`src/rtl/imem_boot_loader_if.sv`:
```
// Boot-loader bus: UART byte stream in, instruction-memory write port and load status out.
interface imem_boot_loader_if #(parameter int ADDR_W = 8);
  logic              rx_valid;
  logic [7:0]        rx_data;
  logic              imem_we;
  logic [ADDR_W-1:0] imem_addr;
  logic [31:0]       imem_wdata;
  logic              recv_done;
  logic              load_err;
  logic [ADDR_W:0]   words_loaded;

  modport master (input rx_valid, rx_data,
                  output imem_we, imem_addr, imem_wdata, recv_done, load_err, words_loaded);
  modport slave  (output rx_valid, rx_data,
                  input imem_we, imem_addr, imem_wdata, recv_done, load_err, words_loaded);
endinterface

```
`src/rtl/imem_boot_loader.sv`:
```
// Assembles a framed serial byte image into 32-bit words, writes them to instruction
// memory and raises recv_done once the XOR checksum matches.
module imem_boot_loader #(
  parameter int ADDR_W  = 8,
  parameter int TIMEOUT = 1_000_000,
  parameter int CNT_W   = 20
) (
  input  logic clk,
  input  logic reset,
  imem_boot_loader_if.master bus
);
  typedef enum logic [2:0] {HDR0, HDR1, DATA, CHK, DONE} state_t;

  localparam logic [16:0] MAX_N = 17'(1) << ADDR_W;

  state_t            state;
  logic [7:0]        n_hi;
  logic [ADDR_W:0]   num;
  logic [ADDR_W:0]   k;
  logic [1:0]        byte_idx;
  logic [23:0]       word;
  logic [7:0]        acc;
  logic [CNT_W-1:0]  idle_cnt;
  logic              imem_we, recv_done, load_err;
  logic [ADDR_W-1:0] imem_addr;
  logic [31:0]       imem_wdata;
  logic [15:0]       hdr_n;
  logic              timing;

  assign hdr_n  = {n_hi, bus.rx_data};
  assign timing = (state == HDR1) || (state == DATA) || (state == CHK);

  // k doubles as the words_loaded counter; both clear and step together.
  assign bus.imem_we      = imem_we;
  assign bus.imem_addr    = imem_addr;
  assign bus.imem_wdata   = imem_wdata;
  assign bus.recv_done    = recv_done;
  assign bus.load_err     = load_err;
  assign bus.words_loaded = k;

  always_ff @(posedge clk or posedge reset) begin
    if (reset) begin
      state      <= HDR0;
      n_hi       <= '0;
      num        <= '0;
      k          <= '0;
      byte_idx   <= '0;
      word       <= '0;
      acc        <= '0;
      idle_cnt   <= '0;
      imem_we    <= 1'b0;
      imem_addr  <= '0;
      imem_wdata <= '0;
      recv_done  <= 1'b0;
      load_err   <= 1'b0;
    end else begin
      imem_we  <= 1'b0;
      load_err <= 1'b0;

      // rx_valid and timeout firing are exclusive, so the byte case below never collides.
      if (timing && !bus.rx_valid) begin
        if (idle_cnt == CNT_W'(TIMEOUT - 1)) begin
          load_err <= 1'b1;
          state    <= HDR0;
          idle_cnt <= '0;
        end else begin
          idle_cnt <= idle_cnt + 1'b1;
        end
      end else begin
        idle_cnt <= '0;
      end

      if (bus.rx_valid) begin
        case (state)
          HDR0: begin
            n_hi  <= bus.rx_data;
            state <= HDR1;
          end
          HDR1: begin
            if (hdr_n == 16'd0 || {1'b0, hdr_n} > MAX_N) begin
              load_err <= 1'b1;
              state    <= HDR0;
            end else begin
              num      <= hdr_n[ADDR_W:0];
              k        <= '0;
              byte_idx <= '0;
              acc      <= '0;
              state    <= DATA;
            end
          end
          DATA: begin
            word     <= {word[15:0], bus.rx_data};
            acc      <= acc ^ bus.rx_data;
            byte_idx <= byte_idx + 1'b1;
            if (byte_idx == 2'd3) begin
              imem_we    <= 1'b1;
              imem_addr  <= k[ADDR_W-1:0];
              imem_wdata <= {word, bus.rx_data};
              k          <= k + 1'b1;
              if (k + 1'b1 == num) state <= CHK;
            end
          end
          CHK: begin
            if (bus.rx_data == acc) begin
              recv_done <= 1'b1;
              state     <= DONE;
            end else begin
              load_err <= 1'b1;
              state    <= HDR0;
            end
          end
          DONE:    state <= DONE;
          default: state <= HDR0;
        endcase
      end
    end
  end
endmodule

```
`src/flat_wrapper.sv`:
```
// flat-port wrapper written by rule: the top's interface ports become plain ports
module imem_boot_loader_flat 
#(
  parameter int ADDR_W  = 8,
  parameter int TIMEOUT = 1_000_000,
  parameter int CNT_W   = 20
)
  (clk, reset, bus_rx_valid, bus_rx_data, bus_imem_we, bus_imem_addr, bus_imem_wdata, bus_recv_done, bus_load_err, bus_words_loaded);
  imem_boot_loader_if #(.ADDR_W(ADDR_W)) bus_i ();
  input  logic clk;
  input  logic reset;
  input wire logic [$bits(bus_i.rx_valid)-1:0] bus_rx_valid;
  input wire logic [$bits(bus_i.rx_data)-1:0] bus_rx_data;
  output wire logic [$bits(bus_i.imem_we)-1:0] bus_imem_we;
  output wire logic [$bits(bus_i.imem_addr)-1:0] bus_imem_addr;
  output wire logic [$bits(bus_i.imem_wdata)-1:0] bus_imem_wdata;
  output wire logic [$bits(bus_i.recv_done)-1:0] bus_recv_done;
  output wire logic [$bits(bus_i.load_err)-1:0] bus_load_err;
  output wire logic [$bits(bus_i.words_loaded)-1:0] bus_words_loaded;
  assign bus_i.rx_valid = bus_rx_valid;
  assign bus_i.rx_data = bus_rx_data;
  assign bus_imem_we = bus_i.imem_we;
  assign bus_imem_addr = bus_i.imem_addr;
  assign bus_imem_wdata = bus_i.imem_wdata;
  assign bus_recv_done = bus_i.recv_done;
  assign bus_load_err = bus_i.load_err;
  assign bus_words_loaded = bus_i.words_loaded;
  imem_boot_loader #(.ADDR_W(ADDR_W), .TIMEOUT(TIMEOUT), .CNT_W(CNT_W)) u_core (.clk(clk), .reset(reset), .bus(bus_i));
endmodule
```
`config.mk`:
```
export PLATFORM = sky130hd
export DESIGN_NAME = imem_boot_loader_flat
export DESIGN_NICKNAME = d
export VERILOG_FILES = /design/src/rtl/imem_boot_loader_if.sv /design/src/rtl/imem_boot_loader.sv /design/src/flat_wrapper.sv
export SDC_FILE = /design/constraint.sdc
export NUM_CORES = 1
export LEC_CHECK = 0
export CELL_PAD_IN_SITES_DETAIL_PLACEMENT = 1
export CELL_PAD_IN_SITES_GLOBAL_PLACEMENT = 1
export CORE_UTILIZATION = 39
export DETAILED_ROUTE_END_ITERATION = 12
export PLACE_DENSITY_LB_ADDON = 0.08
export SLEW_MARGIN = 20
export SYNTH_ARGS = -nofsm -noshare
export SYNTH_HDL_FRONTEND = slang
export SYNTH_SLANG_ARGS = --single-unit
```
`constraint.sdc`:
```
create_clock -name clk -period 3.8 [get_ports clk]
set_clock_uncertainty 0.2 [all_clocks]
set_input_delay 0.57 -clock clk [delete_from_list [all_inputs] [get_ports clk]]
set_output_delay 0.57 -clock clk [all_outputs]
set_load 0.005 [all_outputs]
```
==> run_results.csv <==
group,metric,value,unit
cts,cts_root_buffer,"clkbuf_16",
sta,tightest_slew,0.845,ns
synthesis,syn_inst,628,
floorplan,io_pins,63,
floorplan,die_h,124,um
power_and_ir_drop,power_leakage,3.48,nW
critical_path,r2r.worst_path.cells,6,
global_route,grt_pass1_wl,25400,um
critical_path,path_class,"flop to flop",
layout,regArea,3150,um2
critical_path,worstPathRequired,3.93,ns
sta,period_needed,2.71,ns
detailed_routing,wirelength,15100,um
place,gp_congestion,0.815,
cts,numCtsBuffers,17,
min_path,hold_class,"flop to flop",
sta,rsz0062_at_grt,"no",
synthesis,synth_most_common_cell,"nand2_1",
synthesis,synth_top_area_cell,"dfrtp_1",
synthesis,yosysTopAreaCellShare,54.3,%
critical_path,arrival,2.84,ns
layout,stdcell_area,7150,um2
floorplan,dieArea,15400,um2
cts,ctsResizeCount,0,
critical_path,crit_path_end_kind,"flop",
sta,fmax,0.370,GHz
synthesis,synth_edf_count,0,
cts,htree_levels,4,
global_route,antenna_found_initial,0,
power_and_ir_drop,powerDensity,515,nW/um2
layout,fin_util,49.2,%
detailed_routing,drc,0,
sta,setup_ws,1.09,ns
detailed_routing,drt_iter0_markers,197,
cts,clock_latency,0.41,ns
synthesis,syn_area,5810,um2
global_route,grt_max_degree,52,
place,placed_cell_area,6560,um2
detailed_routing,via_per_inst,5.21,
status,outcome,"finished clean",
synthesis,synth_common_cells,"nand2_1, dfrtp_1, nor2_1, xnor2_1",
cts,clock-sinks,126,
place,numPortBuffers,62,
synthesis,synth.distinct_cells,58,
synthesis,avgSynthCellArea,9.24,um2
critical_path,startpoint_type,"flop",
synthesis,yosys_warnings,0,
run,maxCapViolCount,0,
place,dpl.hpwl,10100,um
floorplan,fp-row-count,44,
sta,finalSetupViolCount,0,
global_route,grt_overflow_total,0,
sta,setup_tns,0,ns
synthesis,synthTopCellsByArea,"dfrtp_1, nand2_1, xnor2_1",
sta,max_slew_margin,43.5,%
power_and_ir_drop,ir_drop,336,uV
sta,timing.final.hold_violations,0,
synthesis,ys_seq_area_share,54.3,%
cts,cts_setup_buffers,0,
detailed_routing,drtAntennaViolNets,0,
layout,nets,694,
critical_path,r2r_slack,1.09,ns
place,place_ws,0.894,ns
detailed_routing,vias,4567,
synthesis,synthArstFlopShare,100,%
layout,n_antenna_cell,0,
layout,area_growth_syn_to_layout,23.1,%
critical_path,critPathMaxFanout,11,
global_route,grt_pass1_vias,4867,
min_path,whs_path_depth,2,
sta,drv_slew,0,
sta,post-route-period-util,71.2,%
layout,drive_above_1_share,9.52,%
cts,cts_max_path_buffers,2,
cts,tritoncts,"done",
floorplan,core-area,14500,um2
cts,clk_pin_slew,0.06,ns
synthesis,syn-num-nets,642,
synthesis,ys_ff_latch,126,
floorplan,die_x,124,um
synthesis,yosys_most_used_dff,"dfrtp_1",
detailed_routing,wl_per_cell,17.2,um
floorplan,initial_core_util,39.9,%
cts,cts-hold-fix-buffers,0,
layout,nFillCells,1649,
layout,multi_input_area,2410,um2
global_route,gr-usage-all-layers,21.9,%
detailed_routing,drtPass1Iterations,4,
sta,hold_ws,0.272,ns
## routing by layer
metal / share of wire, % / routed length [um] / vias up / global-route usage, %
met5: 0 / 0 / - / 0
met4: 1.0 / 155 / 0 / 7.66
met3: 2.8 / 429 / 12 / 4.85
met2: 50 / 7580 / 80 / 36.4
met1: 46 / 6890 / 2318 / 28.1
li1: - / - / 2157 / -
## cells in the final DEF (no fill, tap or decap), types with 3 or more instances in the layout
| cell type | netlist | final |
|---|---|---|
| a21o_1 | 9 | 9 |
| a21oi_1 | 10 | 10 |
| a31oi_1 | 7 | 7 |
| and3_1 | 5 | 5 |
| and4_1 | 4 | 4 |
| buf_4 | 3 | 8 |
| clkbuf_16 | 0 | 17 |
| clkbuf_8 | 0 | 3 |
| clkdlybuf4s50_1 | 0 | 62 |
| clkinv_2 | 0 | 5 |
| clkinvlp_4 | 0 | 5 |
| dfrtp_1 | 126 | 126 |
| ha_1 | 3 | 3 |
| inv_1 | 9 | 8 |
| mux2_2 | 9 | 9 |
| mux2i_1 | 9 | 9 |
| nand2_1 | 228 | 227 |
| nand2b_1 | 3 | 3 |
| nand3_1 | 15 | 15 |
| nand4_1 | 7 | 7 |
| nor2_1 | 39 | 39 |
| nor2_2 | 3 | 3 |
| nor2b_1 | 4 | 4 |
| nor3_1 | 9 | 9 |
| nor4_1 | 5 | 5 |
| o211ai_1 | 3 | 3 |
| o21a_1 | 3 | 3 |
| o21ai_0 | 11 | 11 |
| or3_1 | 4 | 4 |
| xnor2_1 | 27 | 27 |
| xor2_1 | 5 | 5 |
## worst paths after layout
path / from / end
max in group asynchronous: reset / u_core.word[17]
setup / recovery: u_core.bus.words_loaded[1] / u_core.state[0]
setup reg to reg: u_core.bus.words_loaded[1] / u_core.state[0]
hold / removal: u_core.word[18] / u_core.bus.imem_wdata[26]
min in group asynchronous: reset / u_core.bus.imem_we
hold reg to reg: u_core.word[18] / u_core.bus.imem_wdata[26]
## worst max-delay path, cell delays in order (launching register included)
cell and delay [ns]:
dfrtp_1 0.63, ha_1 0.40, nand2_2 0.16, or3_1 0.42, a2111oi_2 0.38, o2111ai_1 0.23, o211ai_1 0.20
## sequential cells by signal, indices dropped and copies added, names as in the netlist, 2 cells and up
name,count
u_core.acc,8
u_core.num,9
u_core.idle_cnt,20
u_core.byte_idx,2
u_core.state,3
u_core.bus.words_loaded,9
u_core.word,24
u_core.bus.imem_wdata,32
u_core.n_hi,8
u_core.bus.imem_addr,8
## stage by stage
stage / power [W] / instances
finish: 0.00368 / 877
global route: 0.00386 / 877
CTS: 0.00374 / 877
detailed placement: 0.00210 / 845
global placement: 0.00208 / 845
floorplan: 0.00196 / 628
## layout make-up
class / instances / area share (%)
well taps: 184 / 3.22
inverters: 11 / 0.630
clock buffers: 21 / 6.58
flip-flops and latches: 126 / 44.1
clock inverters: 11 / 1.61
repair buffers: 72 / 10.1
multi-input cells: 452 / 33.8
## report_power, final
part | switching (W) | leakage, nW | internal, W
clock network | 0.000592 | 0.281 | 0.00101
registers | 0.000153 | 1.72 | 0.00150
logic | 0.000229 | 1.48 | 0.000194
total | 0.000974 | 3.48 | 0.00271
## cells by family after synthesis
group                      after synthesis  share of synthesized area, %
and+or+nand+nor                        342                          25.8
DFF                                    126                          54.3
AOI/OAI and AO/OA                       56                          6.55
buffers and inverters                   50                          4.18
xor gates and xnor gates                33                          5.24
muxes                                   18                          3.30
adders and majority gates                3                         0.647
(Power assumes the default switching activity.)
